===== src/rtl/frame_update_sequencer_if.sv =====
// Start/done handshake bundle between the frame update sequencer and its update engines.
interface frame_update_sequencer_if #(
  parameter int NUM_STAGES = 4
);
  // stage_start[i] is a one-cycle request. stage_done[i] may be a pulse or a held level.
  // It is looked at only while stage i is being waited on, from the cycle after its start.
  logic [NUM_STAGES-1:0] stage_start;
  logic [NUM_STAGES-1:0] stage_done;

  modport master (output stage_start, input stage_done);
  modport slave  (input stage_start, output stage_done);
endinterface


===== src/rtl/frame_update_sequencer.sv =====
// Chains the per-frame update engines inside vertical blanking.
// Each stage has a timeout, and the first visible pixel acts as a hard deadline.
module frame_update_sequencer #(
  parameter int   NUM_STAGES    = 4,
  parameter int   STAGE_TIMEOUT = 16384,
  parameter logic POLARITY_VS   = 1'b0
) (
  input  logic                     clk_vga,
  input  logic                     rst_n,
  input  logic                     enable,
  input  logic                     vga_vs,
  input  logic                     vga_blank_n,
  input  logic                     clear_status,
  frame_update_sequencer_if.master stg,
  output logic                     busy,
  output logic                     frame_tick,
  output logic                     abort,
  output logic                     overrun,
  output logic [NUM_STAGES-1:0]    timeout_err,
  output logic [15:0]              frame_cnt,
  output logic [7:0]               skipped_cnt,
  output logic [1:0]               dbg_state
);
  localparam int                IDX_W      = (NUM_STAGES > 1) ? $clog2(NUM_STAGES) : 1;
  localparam logic [IDX_W-1:0]  LAST_IDX   = IDX_W'(NUM_STAGES - 1);
  localparam logic [15:0]       TIMER_LOAD = 16'(STAGE_TIMEOUT);

  typedef enum logic [1:0] {
    S_IDLE  = 2'd0,
    S_START = 2'd1,
    S_WAIT  = 2'd2,
    S_DONE  = 2'd3
  } state_e;

  state_e                state_q, state_d;
  logic [IDX_W-1:0]      idx_q, idx_d;
  logic [15:0]           timer_q, timer_d;
  logic                  vs_prev_q, blank_prev_q;
  logic [NUM_STAGES-1:0] stage_start_q, stage_start_d;
  logic                  busy_q, busy_d;
  logic                  frame_tick_q, frame_tick_d;
  logic                  abort_q, abort_d;
  logic                  overrun_q, overrun_d;
  logic [NUM_STAGES-1:0] timeout_err_q, timeout_err_d;
  logic [15:0]           frame_cnt_q, frame_cnt_d;
  logic [7:0]            skipped_cnt_q, skipped_cnt_d;

  logic vs_act, trigger, deadline, done_sel;
  logic stage_ok, stage_to, kill;

  assign vs_act   = vga_vs ~^ POLARITY_VS;
  assign trigger  = vs_act & ~vs_prev_q;
  assign deadline = vga_blank_n & ~blank_prev_q;
  assign done_sel = stg.stage_done[idx_q];

  // Edge-detect history resets to 1 so a level already present at reset release is not an edge.
  always_ff @(posedge clk_vga or negedge rst_n) begin
    if (!rst_n) begin
      state_q       <= S_IDLE;
      idx_q         <= '0;
      timer_q       <= '0;
      vs_prev_q     <= 1'b1;
      blank_prev_q  <= 1'b1;
      stage_start_q <= '0;
      busy_q        <= 1'b0;
      frame_tick_q  <= 1'b0;
      abort_q       <= 1'b0;
      overrun_q     <= 1'b0;
      timeout_err_q <= '0;
      frame_cnt_q   <= '0;
      skipped_cnt_q <= '0;
    end else begin
      state_q       <= state_d;
      idx_q         <= idx_d;
      timer_q       <= timer_d;
      vs_prev_q     <= vs_act;
      blank_prev_q  <= vga_blank_n;
      stage_start_q <= stage_start_d;
      busy_q        <= busy_d;
      frame_tick_q  <= frame_tick_d;
      abort_q       <= abort_d;
      overrun_q     <= overrun_d;
      timeout_err_q <= timeout_err_d;
      frame_cnt_q   <= frame_cnt_d;
      skipped_cnt_q <= skipped_cnt_d;
    end
  end

  // The deadline outranks done and timeout. Done outranks a timeout landing in the same cycle.
  always_comb begin
    state_d  = state_q;
    idx_d    = idx_q;
    timer_d  = timer_q;
    stage_ok = 1'b0;
    stage_to = 1'b0;
    kill     = 1'b0;
    case (state_q)
      S_IDLE: begin
        if (trigger && enable) begin
          state_d = S_START;
          idx_d   = '0;
        end
      end
      S_START: begin
        if (deadline) begin
          kill    = 1'b1;
          state_d = S_IDLE;
        end else begin
          state_d = S_WAIT;
          timer_d = TIMER_LOAD;
        end
      end
      S_WAIT: begin
        if (deadline) begin
          kill    = 1'b1;
          state_d = S_IDLE;
        end else begin
          timer_d  = timer_q - 16'd1;
          stage_ok = done_sel;
          stage_to = ~done_sel & (timer_q == 16'd1);
          if (stage_ok || stage_to) begin
            if (idx_q == LAST_IDX) begin
              state_d = S_DONE;
            end else begin
              idx_d   = idx_q + 1'b1;
              state_d = S_START;
            end
          end
        end
      end
      S_DONE:  state_d = S_IDLE;
      default: state_d = S_IDLE;
    endcase
  end

  // Outputs are computed from the next state so that every output leaves a flop.
  always_comb begin
    stage_start_d = '0;
    if (state_d == S_START) stage_start_d[idx_d] = 1'b1;
    busy_d        = (state_d != S_IDLE);
    frame_tick_d  = (state_d == S_DONE);
    frame_cnt_d   = frame_tick_d ? frame_cnt_q + 16'd1 : frame_cnt_q;
    abort_d       = kill;
    overrun_d     = kill | (overrun_q & ~clear_status);
    timeout_err_d = clear_status ? '0 : timeout_err_q;
    if (stage_to) timeout_err_d[idx_q] = 1'b1;
    skipped_cnt_d = clear_status ? 8'd0 : skipped_cnt_q;
    if (trigger && (state_q != S_IDLE) && (skipped_cnt_d != 8'hFF)) begin
      skipped_cnt_d = skipped_cnt_d + 8'd1;
    end
  end

  assign stg.stage_start = stage_start_q;
  assign busy            = busy_q;
  assign frame_tick      = frame_tick_q;
  assign abort           = abort_q;
  assign overrun         = overrun_q;
  assign timeout_err     = timeout_err_q;
  assign frame_cnt       = frame_cnt_q;
  assign skipped_cnt     = skipped_cnt_q;
  assign dbg_state       = state_q;
endmodule

===== src/flat_wrapper.sv =====
// flat-port wrapper written by rule: the top's interface ports become plain ports
module frame_update_sequencer_flat 
#(
  parameter int   NUM_STAGES    = 4,
  parameter int   STAGE_TIMEOUT = 16384,
  parameter logic POLARITY_VS   = 1'b0
)
  (clk_vga, rst_n, enable, vga_vs, vga_blank_n, clear_status, busy, frame_tick, abort, overrun, timeout_err, frame_cnt, skipped_cnt, dbg_state, stg_stage_start, stg_stage_done);
  frame_update_sequencer_if #(.NUM_STAGES(NUM_STAGES)) stg_i ();
  input  logic clk_vga;
  input  logic rst_n;
  input  logic enable;
  input  logic vga_vs;
  input  logic vga_blank_n;
  input  logic clear_status;
  output logic busy;
  output logic frame_tick;
  output logic abort;
  output logic overrun;
  output logic [NUM_STAGES-1:0] timeout_err;
  output logic [15:0] frame_cnt;
  output logic [7:0] skipped_cnt;
  output logic [1:0] dbg_state;
  output wire logic [$bits(stg_i.stage_start)-1:0] stg_stage_start;
  input wire logic [$bits(stg_i.stage_done)-1:0] stg_stage_done;
  assign stg_stage_start = stg_i.stage_start;
  assign stg_i.stage_done = stg_stage_done;
  frame_update_sequencer #(.NUM_STAGES(NUM_STAGES), .STAGE_TIMEOUT(STAGE_TIMEOUT), .POLARITY_VS(POLARITY_VS)) u_core (.clk_vga(clk_vga), .rst_n(rst_n), .enable(enable), .vga_vs(vga_vs), .vga_blank_n(vga_blank_n), .clear_status(clear_status), .stg(stg_i), .busy(busy), .frame_tick(frame_tick), .abort(abort), .overrun(overrun), .timeout_err(timeout_err), .frame_cnt(frame_cnt), .skipped_cnt(skipped_cnt), .dbg_state(dbg_state));
endmodule

===== config.mk =====
export PLATFORM = sky130hd
export DESIGN_NAME = frame_update_sequencer_flat
export DESIGN_NICKNAME = d
export VERILOG_FILES = /design/src/rtl/frame_update_sequencer_if.sv /design/src/rtl/frame_update_sequencer.sv /design/src/flat_wrapper.sv
export SDC_FILE = /design/constraint.sdc
export NUM_CORES = 1
export LEC_CHECK = 0
export ABC_AREA = 1
export CORE_ASPECT_RATIO = 2
export CORE_MARGIN = 5
export CORE_UTILIZATION = 54
export CTS_BUF_LIST = sky130_fd_sc_hd__clkbuf_4
export DETAILED_ROUTE_END_ITERATION = 12
export PLACE_DENSITY = 0.83
export SYNTH_ARGS = -nofsm -noshare
export SYNTH_HDL_FRONTEND = slang
export SYNTH_SLANG_ARGS = --single-unit

===== constraint.sdc =====
create_clock -name clk_vga -period 2 [get_ports clk_vga]
set_clock_uncertainty 0.05 [all_clocks]
set_input_delay 0.3 -clock clk_vga [delete_from_list [all_inputs] [get_ports clk_vga]]
set_output_delay 0.3 -clock clk_vga [all_outputs]
set_load 0.01 [all_outputs]

==> results of run 1 <==
[worst max-delay path: stages, from the launching register on]
cell and delay (ps):
dfrtp_1 430, nor2_2 180, nand2_1 80, nor2_2 130
nand2_2 90, nand2_2 70, nand2_1 50, nand3_1 70
nand2_1 60, nand2_2 110, nand2_8 100, buf_4 180
nand3_1 90, nand2_1 70
[cells by family after synthesis]
logic type	Yosys count	synth area share, %
buf+inv	61	8.58
compound gates	37	6.37
xor+xnor	18	5.05
simple gates	212	30.6
flops	58	46.6
fa+ha+maj	7	2.81
[state kept, by name (all words and copies together), names as in the netlist]
name,flops
u_core.vs_prev_q,1
u_core.stg.stage_start,4
u_core.idx_q,2
u_core.dbg_state,2
u_core.abort,1
u_core.blank_prev_q,1
u_core.busy,1
u_core.frame_cnt,16
u_core.frame_tick,1
u_core.timer_q,16
u_core.skipped_cnt,8
u_core.timeout_err,4
u_core.overrun,1
[worst max-delay path by stage]
stage | cells past startpoint | slack (ps) | end | startpoint
4_1_cts | 11 | 20 | u_core.timer_q[15] | u_core.dbg_state[0]
3_5_place_dp | 10 | -120 | u_core.skipped_cnt[3] | clear_status
3_3_place_gp | 12 | -50 | u_core.skipped_cnt[3] | clear_status
2_1_floorplan | 11 | 150 | u_core.timer_q[14] | u_core.dbg_state[0]
6_report | 13 | 140 | u_core.frame_cnt[5] | u_core.timer_q[2]
5_1_grt | 13 | 3 | u_core.frame_cnt[5] | u_core.timer_q[10]
[cell type report]
type / count / share of cell area (%)
inverters: 55 / 5.14
clock buffers: 12 / 2.24
clock inverters: 4 / 0.467
flip-flops and latches: 58 / 36.2
multi-input cells: 274 / 35.8
repair buffers: 79 / 18.2
well taps: 61 / 1.90
[power by group]
group / leakage [nW] / internal, mW / switching, mW / total [mW]
clock network: 0.0685 / 0.288 / 0.418 / 0.706
logic: 1.13 / 0.949 / 1.31 / 2.26
registers: 0.776 / 1.41 / 0.228 / 1.64
total: 1.97 / 2.65 / 1.96 / 4.60
[routing by layer]
metal / track usage (%) / up-vias / share of wire, %
met4: 12.5 / 0 / 3.8
met5: 0 / - / 0
met2: 40.9 / 66 / 57
li1: - / 1423 / -
met1: 22.9 / 1408 / 36
met3: 6.02 / 28 / 3.1
[through the flow]
stage / hold WS [ps] / utilization [%] / setup TNS [ps]
after detailed placement: 276 / 68.2 / -736
after CTS: 247 / 70.3 / 0
after floorplan: -45.6 / - / 0
after global placement: 275 / 68.2 / -85.3
after global routing: 268 / 71.0 / 0
final: 282 / 71.0 / 0
[synth_stat cells, types with 2 or more instances]
library cell and count:
nand2_1 90, dfrtp_1 56, inv_1 51, nand3_1 46, nor2_1 41, o21ai_0 17, a21oi_1 14, xor2_1 11
nor3_1 8, ha_1 7, xnor2_1 7, nand2_2 6, nand4_1 6, nor2_2 6, buf_6 5, inv_2 4
o21a_1 3, dfstp_2 2, nand2_4 2
[what timing repair did]
item	CTS	global route
hold buffers	1	0
setup endpoints to repair	0	26
resized for setup	0	15
hold endpoints to repair	56	0
==> flow_results.org, run 1 <==
** Timing
- At the pin with the least slew margin, the transition time is 376 ps.
- Maximum clock rate :: roughly 540 MHz
- Setup violations remaining at the end of the flow were counted as 0.
- Final worst path period share :: 93.1%
- Relative slew slack :: between 70% and 80%
- Setup repair after global routing left no endpoint under its margin.
- Final Max Tran Viols :: 0
- Setup slack closes at roughly 140 ps.
- The count of endpoints failing hold in the final timing report came to 0.
- Shortest clock period the worst path allows after layout :: about 1900 ps

** Place
- Port buffering added 47 buffers.
- After detailed placement, the total cell area comes to 3860 µm².
- Once placement completed, the tool counted placed cells totaling between 500 and 600.
- At the end of routability-driven placement, the weighted congestion stood at between 0.9 and 1.
- Before CTS, the worst setup slack after placement is -117 ps.
- The wire-length estimate of the detail-placed layout is 6.08 mm.

** Critical path
- Launching point of the worst reg2reg path :: u_core.timer_q[2]
- In this run the worst path has a maximum fanout of 11.
- STA classifies the critical path endpoint as a register.
- The worst setup path is launched from a register.
- Endpoint required time on the critical path :: 2260 ps
- In this run the critical register-to-register path is captured at u_core.frame_cnt[5].
- Count of cells along the worst register-to-register path :: 13
- WS Path Type :: register to register
- The setup check on the worst reg-to-reg path leaves a slack of 140 ps.
- Data on the critical path arrives at its endpoint at 2120 ps.

** Final layout
- Cells with a size suffix above 1 make up 16.6% of the layout.
- Filler cell count in the final layout :: approximately 430
- Most frequent cells in the layout :: nand2_1 (90), dfrtp_1 (55), inv_1 (49)
- Area of the multi-input gates :: approximately 1400 µm²
- Post-route cell area :: ~4000 µm²
- The finished layout holds roughly 540 standard cells, fillers aside.
- Most common cell after layout, fill and taps aside :: nand2_1
- Diodes inserted :: 0
- The area growth from synthesis to layout is 28.7%.
- The final layout contains 494 nets.
- Registers take roughly 1500 µm².

** Logic synthesis
- Yosys warning total :: 0
- After synthesis the cells add up to 3120 µm².
- Average cell area after synthesis :: around 8 µm²
- Sequential element share of the synthesized area :: 46.6%
- Share of Yosys cell area claimed by the top area cell type :: 44.9%
- Synthesis produced a netlist with a net count of 410.
- Counting flops with a built-in enable in the synthesized netlist gives 0.
- Post-synthesis sequential element count :: 58
- Post-Synthesis Cells :: roughly 390
- Primary flip-flop cell chosen by synthesis mapping :: dfrtp_1
- Synth async-reset ratio :: 100%
- Yosys attributes the largest share of cell area to dfrtp_1 (45%), nand2_1 (11%), nand3_1 (7.4%), inv_1 (6.1%), nor2_1 (4.9%).
- Cell type with the highest aggregate area in the netlist :: dfrtp_1
- Number of library cell types mapped by synthesis :: 30

** Clock network
- Clock buffer count from CTS :: 9
- Clock latency on the worst-skew pair :: 410 ps
- The clock passes through at most 2 buffers.
- TritonCTS built the clock tree.
- CTS clk-pin slew, worst paths :: approximately 100 ps
- Post-CTS Setup Repair Bufs :: 0
- The H-tree was split into 3 levels.
- Cell chosen for the clock root :: clkbuf_4
- CTS saw slightly below 60 sinks.

** Hold path
- Worst Hold Path EP :: u_core.blank_prev_q
- Along the worst hold path, the cell count comes to 1.
- The path class of the tightest hold or removal check is input port to register.
- Hold_sp :: vga_blank_n

** GRT
- Vias in the first global route :: between 3000 and 4000
- The first global-routing pass estimated 13.5 mm of wire.
- Global-route total usage across every layer :: 22.8%
- Entering global routing, the biggest net connects 59 pins.
- Number of antenna violations at the first check in global routing :: 0
- Global-route congestion overflow total :: 0

** Die
- Cell row count :: 39
- Overall die area :: ~7500 µm²
- 48 I/O pins were placed.
- Core area :: 5660 µm²
- Die boundary width :: approximately 64 µm
- The initial utilization of the core area, before any placement, comes to a little under three fifths.
- The die is 118 µm tall.

** Run
- The tool flagged a number of max-cap violations equal to 0.

** Detailed routing
- Once detail routing completed, the nets flagged for antenna violations numbered 0.
- The final route contains between 2000 and 3000 vias.
- Length of the first detailed-routing pass in iterations :: 4
- After detailed routing, the number of vias per cell comes to between 5 and 6.
- Iter 0 DRT Violations :: between 100 and 150
- In the routed design, unresolved DRC markers number 0.
- Wires add up to ~8 mm.
- WL per Instance :: about 15 µm

** Outcome
- Run status :: finished clean

** Power and ir drop
- Total power draw :: about 4.6 mW
- For this design the ratio of total power to cell area is ~1100 nW/µm².
- Static power due to leakage :: 1.97 nW
- Worst IR Drop VDD :: approximately 0.95 mV
Power figures use the tool's default switching activity.
==> run 2: changes to the inputs <==
Settings changed: SETUP_SLACK_MARGIN set to 0.2.
==> flow_results.org, run 2 (synthesis gave the netlist of run 1 again) <==
** Outcome
- The flow ran to the end, and the final reports show no timing, DRC or antenna violations.

** Hold path
- The startpoint identified for the worst hold timing path is clear_status.
- The worst hold path belongs to the class input port to register.
- WHS Path Cells :: 5
- Worst Hold Path EP :: u_core.skipped_cnt[1]

** Clock network
- CTS clk-pin slew, worst paths :: around 110 ps
- Clock latency on the worst-skew pair :: approximately 420 ps
- No sink is reached through more buffers than the 2 on the longest clock path.
- The H-tree generated during clock tree synthesis spans 3 levels.
- Sink count of the clock tree :: 58
- TritonCTS clock tree :: yes
- Counting the buffers created by CTS gives 9.
- Cell chosen for the clock root :: clkbuf_4

** Place
- In this run the tool buffered the top-level ports with 47 buffer cells.
- Timing analysis after detailed placement gives a worst setup slack of -80.6 ps.
- Placed wire-length estimate after detailed placement :: about 5.6 mm
- Once placement finished, the instance area stood at slightly below 4000 µm².
- Final weighted congestion in routability-driven placement :: around 0.93
- Placed cells :: 521

** Final layout
- Nets :: between 500 and 600
- In the final layout, the multi-input gates occupy approximately 1700 µm².
- Layout Area Growth over Synthesis :: 41.5%
- Proportion of layout cells with a drive suffix above 1 :: between 20% and 30%
- Finished Layout Cells :: ~560
- Filler cell count in the final layout :: 352
- Most frequent cells in the layout :: nand2_1 (77), dfrtp_1 (48), inv_1 (44)
- Leaving out fill and tap cells, the most frequent cell in the layout is nand2_1.
- Diodes inserted :: 0
- Post-route cell area :: about 4400 µm²
- FF+latch area :: ~1500 µm²

** Critical path
- Top Family by Delay on Critical Path :: simple AND/OR/NAND/NOR gates
- Type of element launching the critical path :: register
- Counting stages on the worst path, the most repeated cell is nand2_2.
- For the worst setup path, the data required time is roughly 2300 ps.
- WS Path Type :: register to register
- Counting both buffers and inverters, the worst setup path holds a total of 1.
- Count of cells along the worst register-to-register path :: 13
- The slowest stage of the critical path belongs to the cell dfrtp_1.
- Launching point of the worst reg2reg path :: u_core.timer_q[1]
- Of all nets on the critical path, the largest fanout is 5.
- Worst reg-to-reg setup slack :: 60 ps
- Number of stages on the worst setup path :: 13
- In this run the critical register-to-register path is captured at u_core.frame_cnt[11].
- Arrival time at the worst endpoint :: around 2200 ps
- Kind of end point of the critical path :: register
- In this design, the stage delay of the slowest critical-path cell is ~410 ps.
- Sequence of cells on the critical path :: inv_2 > ha_4 > nand2_2 > nor2_2 > nand2_2 > nand3_1 > nand2_1 > nand2_2 > nand2_4 > nor2_1 > nand2_2 > nand2_1 > nand2_1

** GRT
- Entering global routing, the biggest net connects about 60 pins.
- The number of antenna violations at the first check in global routing is 0.
- Global routing used between 20 and 25% of the available tracks.
- Global-route wire length before repair :: between 10 and 15 mm
- Global-route congestion overflow total :: 0
- The via count of the first global-routing pass is around 3100.

** Timing
- Final worst path period share :: 97.2%
- Setup violations remaining at the end of the flow were counted as 0.
- Final Max Tran Viols :: 0
- Setup slack closes at 57.0 ps.
- Total Negative Setup Slacks :: 0 ps
- In this run the tightest slew margin relative to its limit is between 60% and 70%.
- For the pin with the worst max-slew slack, the measured transition is around 460 ps.
- Final count of hold timing violations :: 0
- Setup repair after global routing could not meet its margin everywhere.
- For this run, the top clock speed supported by timing is 515 MHz.
- For the finished layout, the period the worst path requires is between 1500 and 2000 ps.

** Detailed routing
- In the final routed layout, each cell accounts on average for ~16 µm.
- Length of the first detailed-routing pass in iterations :: 7
- Iter 0 DRT Violations :: ~180
- Total vias in the final route :: 3130
- Dividing the detail-routed via count by the number of cells gives about 5.6.
- Count of unresolved DRC violations after routing :: 0
- Post-detailed-route count of antenna-violating nets :: 0
- Wirelength, routed :: just over 9 mm

** Die
- Count of boundary I/O pins :: between 40 and 50
- Overall die height :: between 100 and 150 µm
- The floorplan step defined a die boundary enclosing between 7000 and 8000 µm².
- Initial standard-cell utilization of the core :: 55.2%
- In this run the horizontal extent of the chip is around 64 µm.
- After floorplanning, the core was sized to cover around 5700 µm².
- After floorplanning, the core was divided into 39 placement rows.

** Run
- Number of max-cap violations :: 0

** Power and ir drop
- Across the VDD grid, the largest voltage drop is about 1.3 mV.
- Power spread over the standard cell area amounts to around 1200 nW/µm².
- Static power due to leakage :: roughly 2.1 nW
run 2: what timing repair did:
action	4_1_cts	5_1_grt
pin swaps	8	27
hold buffers	1	0
buffers inserted	11	7
setup endpoints to repair	26	44
gates resized for setup	16	68
endpoints found under the hold margin	56	0
cloned	1	1
run 2: worst min-delay path, stage by stage:
cell	delay, ps
dlymetal6s2s_1	160
inv_2	50
nand2_1	80
buf_4	110
a21oi_1	60
run 2: where the power goes:
part,leakage [nW],switching [mW],internal (mW)
sequential,0.765,0.240,1.41
combinational,1.28,1.72,1.29
clock,0.0631,0.432,0.268
run 2: area by class of cell:
cell class              count  area share, %
inverters                  55           4.84
well taps                  61           1.73
clock inverters             5          0.482
clock buffers              11           1.87
repair buffers             93           20.2
flip-flops and latches     58           33.1
multi-input cells         275           37.8
run 2: worst max path at each step:
stage / from / slack (ps) / end
2_1_floorplan: u_core.dbg_state[0] / 220 / u_core.timer_q[14]
3_3_place_gp: clear_status / -10 / u_core.skipped_cnt[3]
3_5_place_dp: clear_status / -80 / u_core.skipped_cnt[3]
4_1_cts: u_core.dbg_state[0] / 200 / dbg_state[0]
5_1_grt: u_core.timer_q[1] / -70 / u_core.frame_cnt[11]
6_report: u_core.timer_q[1] / 60 / u_core.frame_cnt[11]
run 2: metal layers:
layer	track usage (%)	vias up	routed length [µm]
met3	4.87	44	440
met1	22.9	1503	3180
li1	-	1457	-
met2	40.4	126	5100
met4	12.9	0	455
met5	0	-	0
run 2: stage by stage:
| step | hold slack, ps | power (mW) | utilization, % |
|---|---|---|---|
| after floorplan | -45.6 | 3.02 | - |
| after global placement | 273 | 3.74 | 68.0 |
| after detailed placement | 280 | 3.80 | 68.0 |
| after CTS | 305 | 4.74 | 72.3 |
| after global routing | 338 | 5.71 | 78.0 |
| final | 321 | 5.36 | 78.0 |
==> run 3: changes to the inputs <==
Settings changed: CAP_MARGIN set to 20, PLACE_DENSITY 0.83 to 0.84.
==> flow_results.org, run 3 (synthesis gave the netlist of run 1 again) <==
** Final layout
- Post-route cell area :: between 4000 and 5000 µm²
- Layout Area Growth over Synthesis :: 40.5%
- The net count of the finished layout is about 530.
- The repair_antennas step left the layout with diodes totalling 0.
- The library cell used most frequently in the layout, excluding fill and tap cells, is nand2_1.
- Cells with a size suffix above 1 make up roughly 28% of the layout.
- In the layout the commonest cells are nand2_1 (88), buf_4 (59), dfrtp_1 (46).

** Place
- Final weighted congestion in routability-driven placement :: about 0.97
- Input and output buffers added on the ports amount to 47.
- Standard cell area after detailed placement :: between 3000 and 4000 µm²
- Placed wire-length estimate after detailed placement :: between 5 and 6 mm

** Critical path
- Along the worst path, the maximum fanout reaches 5.
- In this run the critical register-to-register path is launched from u_core.dbg_state[0].
- Largest incremental delay on the critical path :: approximately 400 ps
- Across all register-to-register paths, the minimum setup slack is roughly 180 ps.
- Cell occurring most often along the worst timing path :: nor2_2
- Arrival time at the worst endpoint :: roughly 2100 ps
- Worst-path cell with the longest stage delay :: dfrtp_1
- The worst setup path is launched from a register.
- In this run the critical register-to-register path is captured at u_core.timer_q[14].
- By startpoint and endpoint, the worst setup path is classified as register to register.
- The worst setup path is captured at a register.
- Measured in cells, the most critical reg-to-reg path has a length of 10.
- STA puts the critical path data required time at approximately 2300 ps.
- Sequence of cells on the critical path :: inv_2 > ha_4 > nor2_2 > o21ai_2 > nor2_2 > nand3_2 > nor2_4 > nand2_1 > or2_1 > nand3_1

** Timing
- The number of max-slew violations in the final report came to 0.
- Setup repair after global routing missed its margin :: yes
- In the finished design, the share of the clock period the worst path needs comes to about 91%.
- Static timing analysis puts the maximum clock frequency at 550 MHz.
- Final count of hold timing violations :: 0
- Headroom to the max-slew limit came out at 76.7%.
- Setup violations remaining at the end of the flow were counted as 0.
- Subtracting the final worst setup slack from the clock period gives between 1500 and 2000 ps.
- At the pin with the least slew margin, the transition time is between 300 and 400 ps.

** Power and ir drop
- Total power draw :: slightly above 5 mW
- Dividing total power by cell area gives a power density of around 1200 nW/µm².
- Across the VDD grid, the largest voltage drop is 1.23 mV.
- The analysis attributes to cell leakage a power of between 2 and 2.5 nW.

** GRT
- Global routing used around a quarter of the available tracks across all layers.
- Number of antenna violations at the first check in global routing :: 0
- Pin count of the biggest net entering global routing :: between 50 and 60
- Global-route congestion overflow total :: 0
- Global-route wire length before repair :: between 10 and 15 mm
- The via count of the first global-routing pass was 3097.

** Hold path
- WHS Path Cells :: 1
- Classification of the worst-slack hold path :: input port to register
- Worst Hold Path EP :: u_core.blank_prev_q
- The worst hold path begins at vga_blank_n.

** Die
- Cell row count :: 39
- The initial utilization of the core area, before any placement, comes to 55.2%.
- For this design the top-level I/O count stands at 48.
- The die is around 120 µm tall.
- From left edge to right edge, the die measures 63.8 µm.
- Overall die area :: about 7500 µm²
- Core area :: ~5700 µm²

** Clock network
- Clock latency on the worst-skew pair :: between 400 and 500 ps
- CTS clk-pin slew, worst paths :: 90 ps
- Clock buffer count from CTS :: 9
- CTS placed an instance of clkbuf_4 at the clock tree root.
- TritonCTS clock tree :: yes
- H-tree depth :: 3
- For this design, the sink count on the clock tree is 58.
- Clock buffer depth :: 2

** Run
- Across the run, the number of max-cap violations was 0.

** Detailed routing
- In this run the remaining antenna-violating nets after routing total 0.
- WL per Instance :: between 15 and 20 µm
- Vias per std cell :: ~5.5
- Wirelength, routed :: between 9 and 10 mm
- Count of unresolved DRC violations after routing :: 0
- Total vias in the final route :: ~3100
- The first detailed-routing pass took 4 iterations.
- After the first detailed-routing iteration, the DRC count stood at 210.

** Outcome
- Run status :: finished clean
run 3: changes by cell type in the layout (fill, tap and decap cells not counted), moves of 11 or more:
cell and delta:
nand2_1 +11, buf_4 +21, nand3_1 +16, nand3_2 -16
run 3: how the worst max path moves through the flow:
stage,start,to,cells after the start
CTS,u_core.dbg_state[1],u_core.timer_q[14],10
detailed placement,vga_blank_n,u_core.frame_cnt[5],11
floorplan,u_core.dbg_state[0],u_core.timer_q[14],11
global placement,clear_status,u_core.skipped_cnt[3],10
finish,u_core.dbg_state[0],u_core.timer_q[14],10
global route,u_core.dbg_state[0],u_core.timer_q[8],9
run 3: what timing repair did:
item | in CTS | in global routing
buffers inserted | 11 | 26
hold endpoints to repair | 56 | 0
pin swaps | 1 | 18
hold buffers | 1 | 0
setup endpoints to repair | 32 | 41
gates resized for setup | 11 | 45
run 3: area by class of cell:
type                    instances  area [µm²]
clock buffers                  12        90.1
well taps                      61        76.3
multi-input cells             274        1520
repair buffers                111        1010
flip-flops and latches         58        1470
inverters                      55         209
fillers                       367        1270
clock inverters                 4        18.8
run 3: through the flow:
step           setup TNS [ps]  instances  hold WS, ps  utilization (%)  setup WS, ps
3_3_place_gp            -23.2        521          272             68.0         -14.5
5_1_grt                     0        575          271             77.5          23.4
6_report                    0        575          284             77.5           181
4_1_cts                     0        549          279             71.9           199
3_5_place_dp            -1570        521          276             68.0         -92.3
2_1_floorplan               0        393        -45.6                -           217
run 3: worst max-delay path: cells and delay by family, from the launching register on:
family | cells | cell delay (ps)
and+or+nand+nor | 7 | 920
DFF | 1 | 400
adders and majority gates | 1 | 180
AOI/OAI and AO/OA | 1 | 100
buffers and inverters | 1 | 90
run 3: power by group:
part	switching [mW]	total [mW]	internal (mW)	leakage, nW
Clock	0.443	0.730	0.288	0.0685
Combinational	1.58	2.81	1.23	1.43
Sequential	0.219	1.64	1.42	0.763
Total	2.24	5.17	2.93	2.26
run 3: metal layers:
layer | share of wire [%] | wire length, µm | vias to the layer above | global-route usage [%]
met5 | 0 | 0 | - | 0
met4 | 4.7 | 429 | 0 | 12.1
met3 | 3.8 | 349 | 36 | 5.25
met2 | 57 | 5200 | 106 | 42.9
met1 | 35 | 3180 | 1515 | 24.3
li1 | - | - | 1480 | -
==> edit 1 (flow settings as in run 1) <==
`NUM_STAGES` is set to 4 in 3 places; all go to 16.
--- a/src/rtl/frame_update_sequencer_if.sv
+++ b/src/rtl/frame_update_sequencer_if.sv
@@ -1,6 +1,6 @@
 // Start/done handshake bundle between the frame update sequencer and its update engines.
 interface frame_update_sequencer_if #(
-  parameter int NUM_STAGES = 4
+  parameter int NUM_STAGES = 16
 );
   // stage_start[i] is a one-cycle request. stage_done[i] may be a pulse or a held level.
   // It is looked at only while stage i is being waited on, from the cycle after its start.
--- a/src/rtl/frame_update_sequencer.sv
+++ b/src/rtl/frame_update_sequencer.sv
@@ -1,7 +1,7 @@
 // Chains the per-frame update engines inside vertical blanking.
 // Each stage has a timeout, and the first visible pixel acts as a hard deadline.
 module frame_update_sequencer #(
-  parameter int   NUM_STAGES    = 4,
+  parameter int   NUM_STAGES    = 16,
   parameter int   STAGE_TIMEOUT = 16384,
   parameter logic POLARITY_VS   = 1'b0
 ) (
--- a/src/flat_wrapper.sv
+++ b/src/flat_wrapper.sv
@@ -1,7 +1,7 @@
 // flat-port wrapper written by rule: the top's interface ports become plain ports
 module frame_update_sequencer_flat 
 #(
-  parameter int   NUM_STAGES    = 4,
+  parameter int   NUM_STAGES    = 16,
   parameter int   STAGE_TIMEOUT = 16384,
   parameter logic POLARITY_VS   = 1'b0
 )
Interface: changed (resized stg_stage_done, stg_stage_start and timeout_err); port bits go from 48 to 84. No check against the original RTL was run, so the function may have changed too.
==> edit 1 against run 1 <==
The flow now finishes with violations (negative setup slack); synthesized area is 36% higher; design area is 55% higher; worst setup slack worse by 0.48 ns; core utilization is 10 points higher; sequential cell count is 26 higher; count of clock-buffer cells in the layout is 3 lower; critical path depth is 1 lower; total power is 63% higher; wire length is 62% higher.
==> edit 1: results (changes against run 1) <==
| Metric | Value |
|---|---|
| Status | `finished with violations` |
| Failing checks | `negative setup slack` |
| Hold slack | `0.256 ns (-0.0265 ns)` |
| Initial drt markers | `291 (+180%)` |
| Total GRT Usage | `24.5% (+1.7 points)` |
| First-pass GRT wire length | `19200 um (+42%)` |
| R2R depth | `12 (-1)` |
| Clock transition at path regs | `0.15 ns (+0.05 ns)` |
| Final wirelength | `12900 um (+62%)` |
| Leak | `0.00293 uW (+49%)` |
| CP max stage delay | `0.48 ns (+0.05 ns)` |
| Slowest stage cell, crit path | `dfrtp_2` |
| Nets | `715 (+45%)` |
| Syn_nets | `556 (+36%)` |
| Max Fanout on Critical Path | `4 (-7)` |
| Largest net degree at the start of global routing | `40 (-32%)` |
| Yosys cell types | `34 (+13%)` |
| Post-route worst setup slack | `-0.347 ns (-0.485 ns)` |
| Number of global-route vias before repair | `4372 (+45%)` |
| Top cells by area, synth | `dfrtp_1 48%, nand2_1 13%, inv_1 5.8%, o21ai_0 4.1%, nor2_1 4.0%` |
| DP HPWL | `8380 um (+38%)` |
| Seq/Total Area, Yosys | `49.5% (+2.9 points)` |
| Clk_lat worst skew | `0.45 ns (+0.04 ns)` |
| Post-synth top cells | `149 x nand2_1, 82 x dfrtp_1, 66 x inv_1, 45 x nor2_1, 35 x o21ai_0` |
| Placer Congestion | `0.936 (+3.3%)` |
| Port buffer count | `83 (+77%)` |
| Reg2reg end | `u_core.stg.stage_start[13]` |
| Vias post-DR | `4335 (+48%)` |
| Layout fillers | `450 (+3.9%)` |
| Final setup fails | `34 (+34)` |
| Pre-antenna DRT Iters | `5 (+1)` |
| Worst VDD drop | `1.12 mV (+18%)` |
| Placed Area | `5600 um2 (+45%)` |
edit 1: area by class of cell:
cell class | instances | share of cell area [%]
clock inverter | 7 | 1.45
timing repair buffer | 155 | 22.7
timing repair inverter | 1 | 0.121
sequential | 84 | 34.0
tap | 94 | 1.89
inverter | 69 | 4.25
multi-input combinational | 362 | 34.6
clock buffer | 9 | 1.09
edit 1: metal layers:
metal / up-vias / GRT usage (%) / part of all wire [%]
met5: - / 0 / 0
met4: 0 / 11.7 / 3.0
met1: 2084 / 25.5 / 34
met2: 227 / 45.7 / 57
met3: 49 / 4.23 / 5.9
li1: 1975 / - / -
edit 1: cell families (layout without fill, tap and decap cells):
| kind of cell | after synthesis | count (layout) | share of synthesized area (%) |
|---|---|---|---|
| AOI/OAI and AO/OA | 61 | 61 | 7.95 |
| and+or+nand+nor | 266 | 267 | 27.1 |
| xor gates and xnor gates | 23 | 23 | 4.74 |
| DFF | 84 | 84 | 49.5 |
| buffers and inverters | 78 | 241 | 7.45 |
| adders and majority gates | 11 | 11 | 3.24 |
edit 1: metrics by stage:
step	power [uW]	setup WS [ns]	util [%]	setup TNS, ns	cells
finish	7500	-0.347	81.1	-4.79	781
global route	7940	-0.373	81.1	-8.00	781
CTS	6940	-0.0525	77.9	-0.852	773
detailed placement	5480	-0.300	73.1	-12.12	750
global placement	5360	-0.262	73.1	-9.08	750
floorplan	4100	0.00385	-	0	523
edit 1: what timing repair did:
item	CTS	global route
gates cloned	1	1
pin swaps	8	28
hold buffers	1	0
setup buffers	5	7
endpoints found under the hold margin	36	0
gates resized for setup	48	55
endpoints found under the setup margin	37	52
edit 1: report_power, final:
part           switching, uW  total, uW  internal, uW
combinational           2350       4090          1730
sequential               308       2300          2000
clock                    608       1110           503
==> edit 2 (config.mk and constraints of run 1) <==
Without the edit above. Remove the register `frame_tick_q`: a continuous assignment takes its place, so the output `frame_tick` follows one clock earlier.
--- a/src/rtl/frame_update_sequencer.sv
+++ b/src/rtl/frame_update_sequencer.sv
@@ -63,7 +63,6 @@
       blank_prev_q  <= 1'b1;
       stage_start_q <= '0;
       busy_q        <= 1'b0;
-      frame_tick_q  <= 1'b0;
       abort_q       <= 1'b0;
       overrun_q     <= 1'b0;
       timeout_err_q <= '0;
@@ -77,7 +76,6 @@
       blank_prev_q  <= vga_blank_n;
       stage_start_q <= stage_start_d;
       busy_q        <= busy_d;
-      frame_tick_q  <= frame_tick_d;
       abort_q       <= abort_d;
       overrun_q     <= overrun_d;
       timeout_err_q <= timeout_err_d;
@@ -85,6 +83,8 @@
       skipped_cnt_q <= skipped_cnt_d;
     end
   end
+
+  assign frame_tick_q = frame_tick_d;
 
   // The deadline outranks done and timeout. Done outranks a timeout landing in the same cycle.
   always_comb begin
Function: changed (Yosys sat finds a counterexample within 10 cycles, from zero or initial values and one cycle with rst_n low).
==> edit 2 against run 1 <==
The run now ends with negative setup slack left; total power up 14%; worst setup slack worse by 0.41 ns; register-to-register slack lost 0.13 ns; synthesized area fell by 0.80%; design area rose by 8.1%; core utilization rose by 5.7 points; sequential cell count fell by 1; wire length is 11% higher; combinational power up 32%; highest routed layer unchanged.
==> edit 2: results (changes against run 1) <==
| Metric | Value |
|---|---|
| Status | `finished with violations` |
| Failing checks | `negative setup slack` |
| Arrival @ worst endpoint | `1.93 ns (-0.19 ns)` |
| Total GRT Usage | `24.7% (+1.9 points)` |
| Multi-input gate area | `1510 um2 (+4.7%)` |
| Final setup fails | `1 (+1)` |
| Vias/cell | `5.42 (+0.63%)` |
| WL/cell | `15.3 um (+4.0%)` |
| Clock transition at path regs | `0.08 ns (-0.02 ns)` |
| Plain + repair buffers | `118 (+49%)` |
| Layout fillers | `394 (-9.0%)` |
| Max Fanout on Critical Path | `4 (-7)` |
| Final setup TNS | `-0.276 ns (-0.276 ns)` |
| Clock-cell share | `2.42% (-0.29 points)` |
| Leak | `0.00216 uW (+9.3%)` |
| Placer Congestion | `0.972 (+7.2%)` |
| Largest net degree at the start of global routing | `58 (-1.7%)` |
| Post-Synthesis Cells | `392 (-0.25%)` |
| Slew @ Worst Pin | `0.338 ns (-0.0376 ns)` |
| First-pass GRT wire length | `14200 um (+5.3%)` |
| Setup Slack @ Placement | `-0.441 ns (-0.324 ns)` |
| Initial drt markers | `183 (+78%)` |
| Number of global-route vias before repair | `3184 (+5.8%)` |
| Clkbuf count | `13 (+1)` |
| Data buffer area share | `23.5% (+5.2 points)` |
| Sw Ratio | `42.6% (about the same)` |
| Seq/total area | `33.0% (-3.3 points)` |
| PD cells | `1200 nW/um2 (+5.1%)` |
| Placed Area | `4070 um2 (+5.4%)` |
| Post-route worst setup slack | `-0.276 ns (-0.414 ns)` |
| Layout cell share with drive strength beyond 1 | `25.4% (+8.8 points)` |
| Vias post-DR | `3144 (+7.5%)` |
| Top cells by area, synth | `dfrtp_1 44%, nand2_1 11%, nand3_1 7.4%, inv_1 6.2%, nor2_1 5.0%` |
| Syn_nets | `409 (-0.24%)` |
| DP HPWL | `6240 um (+2.7%)` |
| Post-synth top cells | `90 x nand2_1, 55 x dfrtp_1, 51 x inv_1, 46 x nand3_1, 41 x nor2_1` |
| Seq/Total Area, Yosys | `46.1% (-0.43 points)` |
edit 2: cell count changes in the layout (fill, tap and decap cells not counted), sizes merged:
cell	delta
clkbuf	+1
clkinv	-2
dfrtp	-1
clkdlybuf4s50	-1
buf	+40
edit 2: per-layer routing:
layer	global-route usage (%)	up-vias	share of wire, %
met4	15.7	0	4.7
met3	6.11	35	4.1
met2	45.0	92	56
met1	24.4	1511	35
met5	0	-	0
li1	-	1506	-
edit 2: repair_timing:
action                                  4_1_cts  5_1_grt
pin swaps                                     8       12
gates cloned                                  0        0
hold buffers                                  1        0
buffers inserted                              4        4
endpoints found under the setup margin        1       31
resized for setup                            12       28
hold endpoints to repair                     55        0
edit 2: path summary, 6_finish.rpt:
path,start,to,slack [ns],cells past startpoint
worst max-delay path,u_core.timer_q[1],frame_tick,-0.28,14
worst min-delay path,vga_blank_n,u_core.blank_prev_q,0.28,1
worst max register to register,u_core.timer_q[1],u_core.timer_q[8],0.01,12
worst min register to register,u_core.timeout_err[0],u_core.timeout_err[0],0.45,2
max in group asynchronous,rst_n,u_core.vs_prev_q,1.23,3
min in group asynchronous,rst_n,u_core.abort,0.35,3
edit 2: cell families (layout without fill, tap and decap cells):
group | after synthesis | after routing | synth area share [%]
compound gates | 37 | 37 | 6.42
fa+ha+maj | 7 | 7 | 2.83
simple gates | 212 | 212 | 30.9
xor+xnor | 18 | 18 | 5.09
flops | 57 | 57 | 46.1
buf+inv | 61 | 188 | 8.65
edit 2: power by group through the flow:
stage	sequential, uW	combinational, uW	clock [uW]
2_1_floorplan	1600	1340	0
3_3_place_gp	1550	2480	0
3_5_place_dp	1560	2580	0
4_1_cts	1550	2660	709
5_1_grt	1590	3260	758
6_report	1560	2980	692
